**config.mk**
```make
export PLATFORM = sky130hd
export DESIGN_NAME = uart_rx
export DESIGN_NICKNAME = d
export VERILOG_FILES = /design/src/rtl/uart_pkg.sv /design/src/rtl/uart_rx_sync.sv /design/src/rtl/uart_rx.sv
export SDC_FILE = /design/constraint.sdc
export NUM_CORES = 1
export LEC_CHECK = 0
export ABC_AREA = 1
export CAP_MARGIN = 20
export CORE_MARGIN = 5
export CORE_UTILIZATION = 30
export DETAILED_ROUTE_END_ITERATION = 10
export PLACE_DENSITY = 0.52
export SKIP_LAST_GASP = 1
export SYNTH_ARGS = -nofsm -noshare
export SYNTH_HDL_FRONTEND = slang
export SYNTH_SLANG_ARGS = --single-unit
```
**constraint.sdc**
```tcl
create_clock -name clk -period 2.4 [get_ports clk]
set_input_delay 0.48 -clock clk [delete_from_list [all_inputs] [get_ports clk]]
set_output_delay 0.48 -clock clk [all_outputs]
set_load 0.03 [all_outputs]
```
**src/rtl/uart_pkg.sv**
```systemverilog
// Shared UART definitions: receiver state encoding, frame width and parity
// type constants. The transmitter imports the same package.
package uart_pkg;

  localparam int DATA_W = 8;
  localparam int IDX_W  = $clog2(DATA_W);

  localparam logic PAR_ODD  = 1'b0;
  localparam logic PAR_EVEN = 1'b1;

  typedef enum logic [2:0] {
    IDLE,
    START,
    DATA,
    PARITY,
    STOP
  } rx_state_e;

  // Parity bit a transmitter appends for the given data and parity type
  function automatic logic parityBit(input logic [DATA_W-1:0] data, input logic typ);
    return (typ == PAR_EVEN) ? ^data : ~^data;
  endfunction

endpackage

```
**src/rtl/uart_rx_sync.sv**
```systemverilog
// Two-flop synchronizer for the asynchronous serial line. Both flops reset
// to 1 so a reset never looks like a start bit.
module uart_rx_sync (
  input  logic i_clk,
  input  logic i_rst_n,
  input  logic i_async,
  output logic o_sync
);

  logic r_meta;
  logic r_sync;

  // Shift the raw line through two flops clocked in the receiver domain
  always_ff @(posedge i_clk or negedge i_rst_n) begin
    if (!i_rst_n) begin
      r_meta <= 1'b1;
      r_sync <= 1'b1;
    end else begin
      r_meta <= i_async;
      r_sync <= r_meta;
    end
  end

  assign o_sync = r_sync;

endmodule

```
**src/rtl/uart_rx.sv**
```systemverilog
// UART receiver: start(0), 8 data bits LSB first, optional parity, stop(1).
// One sample per bit at the middle of the bit period; results are presented
// at the stop-bit sample point so frames may follow with no idle gap.
// Build option: define UART_RX_SYNC_EN to pass RX_IN through a 2-flop
// synchronizer (adds 2 cycles of latency); otherwise RX_IN is used directly.
module uart_rx
  import uart_pkg::*;
#(
  parameter int PRESCALE = 1
) (
  input  logic              clk,
  input  logic              rst_n,
  input  logic              RX_IN,
  input  logic              PAR_EN,
  input  logic              PAR_TYP,
  output logic [DATA_W-1:0] P_DATA,
  output logic              DATA_valid,
  output logic              PAR_ERR,
  output logic              STP_ERR,
  output logic              busy
);

  localparam int                CNT_W    = (PRESCALE > 1) ? $clog2(PRESCALE) : 1;
  localparam logic [CNT_W-1:0]  MID      = CNT_W'((PRESCALE - 1) / 2);
  localparam logic [CNT_W-1:0]  LAST     = CNT_W'(PRESCALE - 1);
  localparam logic [IDX_W-1:0]  IDX_LAST = IDX_W'(DATA_W - 1);

  rx_state_e         r_state;
  logic [CNT_W-1:0]  r_cnt;
  logic [IDX_W-1:0]  r_idx;
  logic [DATA_W-1:0] r_shift;
  logic              r_parEn;
  logic              r_parTyp;
  logic              r_parBad;
  logic              w_rx;

`ifdef UART_RX_SYNC_EN
  uart_rx_sync u_sync (
    .i_clk   (clk),
    .i_rst_n (rst_n),
    .i_async (RX_IN),
    .o_sync  (w_rx)
  );
`else
  assign w_rx = RX_IN;
`endif

  // Frame FSM: bit timing, sampling, error checks and registered result pulses
  always_ff @(posedge clk or negedge rst_n) begin
    if (!rst_n) begin
      r_state    <= IDLE;
      r_cnt      <= '0;
      r_idx      <= '0;
      r_shift    <= '0;
      r_parEn    <= 1'b0;
      r_parTyp   <= 1'b0;
      r_parBad   <= 1'b0;
      P_DATA     <= '0;
      DATA_valid <= 1'b0;
      PAR_ERR    <= 1'b0;
      STP_ERR    <= 1'b0;
      busy       <= 1'b0;
    end else begin
      DATA_valid <= 1'b0;
      PAR_ERR    <= 1'b0;
      STP_ERR    <= 1'b0;
      case (r_state)
        IDLE: begin
          if (!w_rx) begin
            r_parEn  <= PAR_EN;
            r_parTyp <= PAR_TYP;
            r_parBad <= 1'b0;
            r_idx    <= '0;
            busy     <= 1'b1;
            if (PRESCALE == 1) begin
              r_state <= DATA;
              r_cnt   <= '0;
            end else begin
              r_state <= START;
              r_cnt   <= CNT_W'(1);
            end
          end
        end
        START: begin
          if (r_cnt == MID && w_rx) begin
            r_state <= IDLE;
            r_cnt   <= '0;
            busy    <= 1'b0;
          end else if (r_cnt == LAST) begin
            r_state <= DATA;
            r_cnt   <= '0;
          end else begin
            r_cnt <= r_cnt + 1'b1;
          end
        end
        DATA: begin
          if (r_cnt == MID) begin
            r_shift[r_idx] <= w_rx;
          end
          if (r_cnt == LAST) begin
            r_cnt <= '0;
            r_idx <= r_idx + 1'b1;
            if (r_idx == IDX_LAST) begin
              r_state <= r_parEn ? PARITY : STOP;
            end
          end else begin
            r_cnt <= r_cnt + 1'b1;
          end
        end
        PARITY: begin
          if (r_cnt == MID) begin
            r_parBad <= (w_rx != parityBit(r_shift, r_parTyp));
          end
          if (r_cnt == LAST) begin
            r_state <= STOP;
            r_cnt   <= '0;
          end else begin
            r_cnt <= r_cnt + 1'b1;
          end
        end
        STOP: begin
          if (r_cnt == MID) begin
            P_DATA     <= r_shift;
            DATA_valid <= w_rx & ~r_parBad;
            PAR_ERR    <= r_parBad;
            STP_ERR    <= ~w_rx;
            busy       <= 1'b0;
            r_state    <= IDLE;
            r_cnt      <= '0;
          end else begin
            r_cnt <= r_cnt + 1'b1;
          end
        end
        default: begin
          r_state <= IDLE;
          r_cnt   <= '0;
          busy    <= 1'b0;
        end
      endcase
    end
  end

endmodule

```
* After elaboration in Yosys (flattened, before gate mapping)
Cells that the tools add are included. Widths: inputs -> output; s select.
Word-level totals: register bits after elaboration 30, latch bits 0, memory bits (writable) 0, ROM bits 0, bits of input ports 5, output and inout bits 12, logic and storage cells 82, memories kept 0
Operators by class: add/sub/neg operators 2, $mul 0, divide/modulo/power cells 0, magnitude comparators 2, equality and inequality tests 13, shift operators 0, multiplexer cells 32, bitwise operators 5, reductions and logical operators 16
Operators with widths (count):
- $mux 3 | 10
- $mux 1 | 15
- $pmux 3 s5 | 1
- $ne 2x2->1 const B | 6
- $bwmux 8 | 1
- $reduce_xnor 8->1 | 1
- $reduce_xor 8->1 | 1
- $eq 3x2->1 const B | 2
- $eq 3x3->1 const B | 2
- $pmux 3 s2 | 1
- $reduce_and 2->1 | 3
- $reduce_and 3->1 | 2
- $reduce_and 6->1 | 1
- $lt 3x4->1 const B | 1
- $not 1->1 | 4
- $pmux 1 s4 | 1
- $reduce_and 4->1 | 1
- $reduce_bool 2->1 | 2
- $add 3x1->3 const B | 1
- $demux 1 s3 | 1
- $eq 3x1->1 const B | 1
- $ge 3x1->1 const B | 1
- $logic_not 3->1 | 1
- $ne 3x3->1 const B | 1
- 8 further kinds | 9

* Logic depth before layout (Yosys ltp)
depth in word-level cells 5, depth in mapped cells 11, gate-level depth less buffers 11

* Worst setup path after synthesis
No wires, ideal clock.
path kind register to register, from register r_idx[0], to register r_state[1], setup time 135 ps, data arrival time 1078 ps, data required time 2265 ps, slack 1187 ps, stages on the path, launching flop included 5, path buffers 0, period minus slack after synthesis 1213 ps, path through dfrtp_1 > ha_1 > ha_1 > o22ai_1 > o22ai_1
Between the ends: cells in the longest elaborated chain, start to end 3
Ends and longest elaborated chain:
- start: declaration | RTL line uart_rx.sv:30 | logic [IDX_W-1:0] r_idx;
- start signal: assignment | RTL line uart_rx.sv:102 | r_idx <= r_idx + 1'b1;
- $eq 3x3->1 | RTL line uart_rx.sv:103 | if (r_idx == IDX_LAST) begin
- $ne 2x2->1 (no source line)
- $reduce_and 6->1 (no source line)
- end signal: assignment | RTL line uart_rx.sv:104 | r_state <= r_parEn ? PARITY : STOP;
- end: declaration | RTL line uart_rx.sv:28 | rx_state_e r_state;
No other way between the ends. A chain may end at the register's enable or synchronous reset.

* Worst setup path after layout
from register P_DATA[5], to output P_DATA[5]
RTL lines:
- start: declaration | RTL line uart_rx.sv:16 | output logic [DATA_W-1:0] P_DATA,
- start signal: assignment | RTL line uart_rx.sv:123 | P_DATA <= r_shift;
No word-level cell between the ends.

==> results.yml <==
sta:
  setup_tns_ps: 0
  min_period_ps: 1780
  drv_slew: 0
  fin_crit_sh: 0.743
  final.setup_skew_ps: 3.06
  worst_pin_slew_ps: 386
  final-hold-violation-count: 0
  setup_viol: 0
  fmax_mhz: 561
  relSlewSlack: 0.743
  rsz0062_at_grt: "no"
  hold_ws_ps: 451
detailed_routing:
  wl_um: 2940
  vias: 1159
  via_per_inst: 4.83
  wl_per_cell_um: 12.3
  drt-initial-drc-count: 69
  drc_errors: 0
  antenna_left: 0
  first_pass_iters: 4
final_layout:
  area_delta_synth_final_pct: 22.3
  layoutNonFillerInstCount: 240
  drive_above_1_share: 0.0904
  final_cell_mix: "47 x nand2_1, 29 x dfrtp_1, 18 x inv_1"
  layout_commonest_cell: "nand2_1"
  num_antenna_cells: 0
  fin_nets: 195
logic_synthesis:
  synth_ff_type: "dfrtp_1"
  synthesis.area_mm2: 0.00140
  syn_avg_cell_area_um2: 8.43
  synth_edf_count: 0
  async_reset_ff_frac: 1.00
  synth_warnings: 0
  synth_fp_nets: 173
  synth_largest_area_cell: "dfrtp_1"
  yosysSeqAreaShare: 0.518
  synth_area_leaders: "dfrtp_1 52%, nand2_1 13%, inv_1 4.8%"
  synth_top_area_frac: 0.518
  yosys_register_bits: 29
  synth.distinct_cells: 24
  synth_cells: 166
worst_setup_path:
  cp_cell_sequence: "clkdlybuf4s50_1"
  cpPeakStageDelay_ps: 680
  critPathBufInv: 1
  timing.rr.start: "r_state[1]$_DFFE_PN0P_"
  cp.arrival_ps: 1300
  critical_path.slowest_cell: "clkdlybuf4s50_1"
  cp-start-kind: "register"
  critPathRequiredTime_ps: 1920
  path_max_fanout: 2
  worst_r2r_endpoint: "r_idx[1]$_DFFE_PN0P_"
  worst_r2r_path_depth: 6
  critPathKind: "reg2out"
  r2r_setup_slack_ps: 1030
  critPathCaptureType: "output port"
  crit_family: "buffers and inverters"
flow_run:
  drv_cap: 0
global_routing:
  grt_max_degree: 30
  grt_pass1_wl_um: 5310
  grt_use_total: 0.112
  antenna_found_initial: 0
  grt_overflow_total: 0
  grt_pass1_vias: 1153
hold_path:
  hp-class: "reg2reg"
  whs_path_depth: 1
  hold_start: "r_parEn$_DFFE_PN0P_"
  min_to: "r_state[2]$_DFFE_PN0P_"
cts:
  clockBufferDepth: 2
  postCtsHoldBufs: 0
  clk_pin_slew_worst_paths_ps: 60
  post-cts-setup-buffers: 0
  cts-resized-gates: 0
  cts.htree.levels: 2
  cts_buffers: 5
  cts_tree: "done"
  cts_sinks: 29
  cts-root-buf: "clkbuf_8"
  clk_latency_ps: 270
pwr:
  p_seq_frac: 0.346
  clkPwrFrac: 0.154
  ir_worst_vdd_uv: 449
  combPwrFrac: 0.500
  switching_power_mw: 1.13
  intPower_mw: 1.41
  p_leak_nw: 0.836
  switching_share: 0.444
  powerDensity_mw_per_mm2: 1480
placement:
  dp_hpwl_um: 2170
  port_buffers: 16
  routabilityCongestion: 0.785
  dp_cells: 233
run_status:
  status: "finished, final reports clean"
floorplan:
  die_h_um: 78.3
  ios: 17
  die_w_um: 78.3
  die_area_mm2: 0.00613
  placementRows: 24
  core_mm2: 0.00444
  start_util: 0.315
-- stage by stage --
stage / instance area (um^2) / worst slack [ps] / power, mW / util
after detailed placement: 1630 / 423 / 2.16 / 0.366
after floorplan: 1400 / 1190 / 1.78 / -
final: 1710 / 616 / 2.53 / 0.385
after CTS: 1710 / 603 / 2.57 / 0.385
after global placement: 1630 / 494 / 2.13 / 0.366
after global routing: 1710 / 536 / 2.79 / 0.385
-- flip-flops by register name, summed over array words and instances, names as in the netlist --
| signal | count |
|---|---|
| P_DATA | 8 |
| r_parEn | 1 |
| PAR_ERR | 1 |
| busy | 1 |
| r_parTyp | 1 |
| DATA_valid | 1 |
| r_state | 3 |
| r_parBad | 1 |
| STP_ERR | 1 |
| r_idx | 3 |
| r_shift | 8 |
-- layer usage --
| metal | global-route usage | share of wire |
|---|---|---|
| met2 | 0.167 | 0.45 |
| met5 | 0 | 0 |
| met3 | 0.0389 | 0.038 |
| met1 | 0.147 | 0.49 |
| met4 | 0.0472 | 0.019 |
-- area by class of cell --
class | instances | area [um^2]
Clock buffer | 7 | 86.3
Tap cell | 52 | 65.1
Inverter | 20 | 75.1
Sequential cell | 29 | 726
Timing Repair Buffer | 17 | 168
Multi-Input combinational cell | 115 | 592
Fill cell | 462 | 2730
-- cell usage after synthesis, types with 2 or more instances --
cell / count
a21oi_1: 9
a31oi_1: 9
clkbuf_1: 2
dfrtp_1: 29
ha_1: 2
inv_1: 18
inv_2: 2
mux2_2: 2
nand2_1: 47
nand3_1: 11
nor2_1: 7
nor2_4: 3
nor3_1: 3
o21ai_0: 11
o22ai_1: 2
-- how the worst max path moves through the flow --
| stage | startpoint | endpoint | slack [ps] | cells past startpoint |
|---|---|---|---|---|
| after floorplan | r_idx[0]$_DFFE_PN0P_ | r_state[1]$_DFFE_PN0P_ | 1190 | 4 |
| after global placement | RX_IN | r_parBad$_DFFE_PN0P_ | 490 | 12 |
| after detailed placement | RX_IN | r_parBad$_DFFE_PN0P_ | 420 | 12 |
| after CTS | P_DATA[1]$_DFFE_PN0N_ | P_DATA[1] | 600 | 1 |
| after global routing | RX_IN | r_parBad$_DFFE_PN0P_ | 540 | 12 |
| final | P_DATA[5]$_DFFE_PN0N_ | P_DATA[5] | 620 | 1 |
-- cells by family (layout without fill, tap and decap cells) --
logic type	count (synthesis)	after routing	share of synthesized area
compound gates	34	34	0.135
mux	2	2	0.0161
simple gates	75	75	0.241
fa+ha+maj	2	2	0.0179
flops	29	29	0.518
xor+xnor	2	2	0.0125
buf+inv	22	44	0.0590
-- power groups by stage --
stage / clock network [mW] / logic, mW / registers [mW]
3_5_place_dp: 0 / 1.28 / 0.885
4_1_cts: 0.408 / 1.28 / 0.878
3_3_place_gp: 0 / 1.26 / 0.877
5_1_grt: 0.435 / 1.45 / 0.912
6_report: 0.391 / 1.27 / 0.877
2_1_floorplan: 0 / 0.768 / 1.01
(Power assumes the default switching activity.)
==> RTL edit: new RTL, same settings <==
Add a define of `UART_RX_SYNC_EN`.
--- a/src/rtl/uart_rx.sv
+++ b/src/rtl/uart_rx.sv
@@ -4,4 +4,6 @@
 // Build option: define UART_RX_SYNC_EN to pass RX_IN through a 2-flop
 // synchronizer (adds 2 cycles of latency); otherwise RX_IN is used directly.
+`define UART_RX_SYNC_EN
+
 module uart_rx
   import uart_pkg::*;
Check against the original RTL: not equivalent (a bounded check fails within 4 cycles, from zero or initial values and one cycle with rst_n low).
==> RTL edit against the unedited design <==
First-iteration DRC count fell by 1.4%. Count of clock-buffer cells in the layout rose by 1. Critical path depth did not move. Design area grew 6.1%. Die area grew 4.7%. Area after synthesis up 5.4%. Hold slack worse by 0.095 ns. Routed wire length increased by 0.85%. Synthesized cell count increased by 2.4%. Sequential power rose by 4.7%. Largest power group unchanged. Setup slack better by 0.0099 ns. Sequential cell count is 2 higher. Clock skew decreased by 0.0013 ns. Power grew 5.9%.
==> RTL edit: results (changes against the unedited design) <==
| Metric | Value |
|---|---|
| Status | complete, no violations |
| Final setup skew | 0.001805 ns (-0.001259 ns) |
| VDD IR max | 0.3852 mV (-14%) |
| Via/cell ratio | 4.481 (-7.2%) |
| HPWL Detailed | 2206 um (+1.5%) |
| Post-Syn Nets | 177 (+2.3%) |
| R2r worst-path depth | 11 (+5) |
| Adder-Cell Fraction of Synth Area | 1.696% (-0.091 points) |
| Compound-Gate Fraction of Synth Area | 12.55% (-0.94 points) |
| Leading post-synthesis cells by cell area | dfrtp_1 49%, nand2_1 12%, inv_1 4.6%, a31oi_1 3.8%, nand3_1 3.7% |
| Commonest cells post-synth | 49 x nand2_1, 29 x dfrtp_1, 18 x inv_1, 11 x nand3_1 |
| Placed instance area | 1717 um2 (+5.6%) |
| Share of layout cells above drive strength 1 | 10.36% (+1.3 points) |
| Total GRT Usage | 10.73% (-0.45 points) |
| Finished Layout Cells | 260 (+8.3%) |
| Seq/Total Area, Yosys | 52.76% (+0.92 points) |
| Least-Margin Pin Slew | 0.3931 ns (+0.007157 ns) |
| Post-synthesis xor/xnor area fraction | 1.187% (-0.064 points) |
| Initial antenna violation count | 0 (unchanged) |
| Worst Setup EP | P_DATA[1] |
| First-pass GRT wire length | 5271 um (-0.79%) |
| Reg-to-reg endpoint | r_parBad |
| Routed len/inst | 11.42 um (-6.9%) |
| Placed Cells | 252 (+8.2%) |
| CTS buffer count | 5 (unchanged) |
| Worst r2r src | u_sync.o_sync |
| # fillers | 507 (+9.7%) |
| NumNets Final | 199 (+2.1%) |
| Clock tree root buffer cell | clkbuf_8 |
| Post-layout worst setup margin | 0.6260 ns (+0.009869 ns) |
| Post-synthesis mux area share | 1.527% (-0.082 points) |
| GP Congestion | 0.7387 (-5.9%) |
| Final hold slack | 0.3559 ns (-0.09496 ns) |
| R2r setup slk | 0.91 ns (-0.12 ns) |
| Dpl ws | 0.9198 ns (+0.4967 ns) |
| Hold Crit Start | u_sync.r_meta |
| Leakage power total | 0.0008985 uW (+7.5%) |
| Average size of a mapped cell | 8.677 um2 (+2.9%) |
| Hold Path Sink | u_sync.o_sync |
| Hold path cells | 0 (-1) |
| Drt initial violations | 68 (-1.4%) |
| Critical Path Fanout Max | 2 (unchanged) |
| Largest net degree at the start of global routing | 32 (+6.7%) |
| Crit path launch | P_DATA[1] |
==> RTL edit: layout make-up <==
cell class                 instances  area (um2)  share of cell area [%]
sequential                        31       778.2                   42.84
multi-input combinational        117       611.8                   33.68
timing repair buffer              17       167.7                   9.229
clock buffer                       8       100.1                   5.510
tap                               67       83.83                   4.614
inverter                          20       75.07                   4.132
==> RTL edit: routing by layer <==
layer	part of all wire, %	global-route usage (%)
met5	0	0
met4	2.9	6.588
met3	2.6	2.018
met2	47	17.14
met1	47	13.30
==> RTL edit: logic make-up (layout without fill, tap and decap cells) <==
logic type	Yosys count	in the layout
AO/OA/AOI/OAI	33	33
XOR/XNOR	2	2
adder cells (fa/ha/maj)	2	2
buffers and inverters	22	45
flip-flops	31	31
multiplexers	2	2
AND/OR/NAND/NOR	78	78
==> RTL edit: where the power goes <==
group	switching, uW	internal [uW]	leakage, uW	total (uW)
registers	180	738	0.000378	918
logic	823	500	0.000469	1320
clock network	182	261	0.0000515	443
total	1190	1500	0.000898	2680
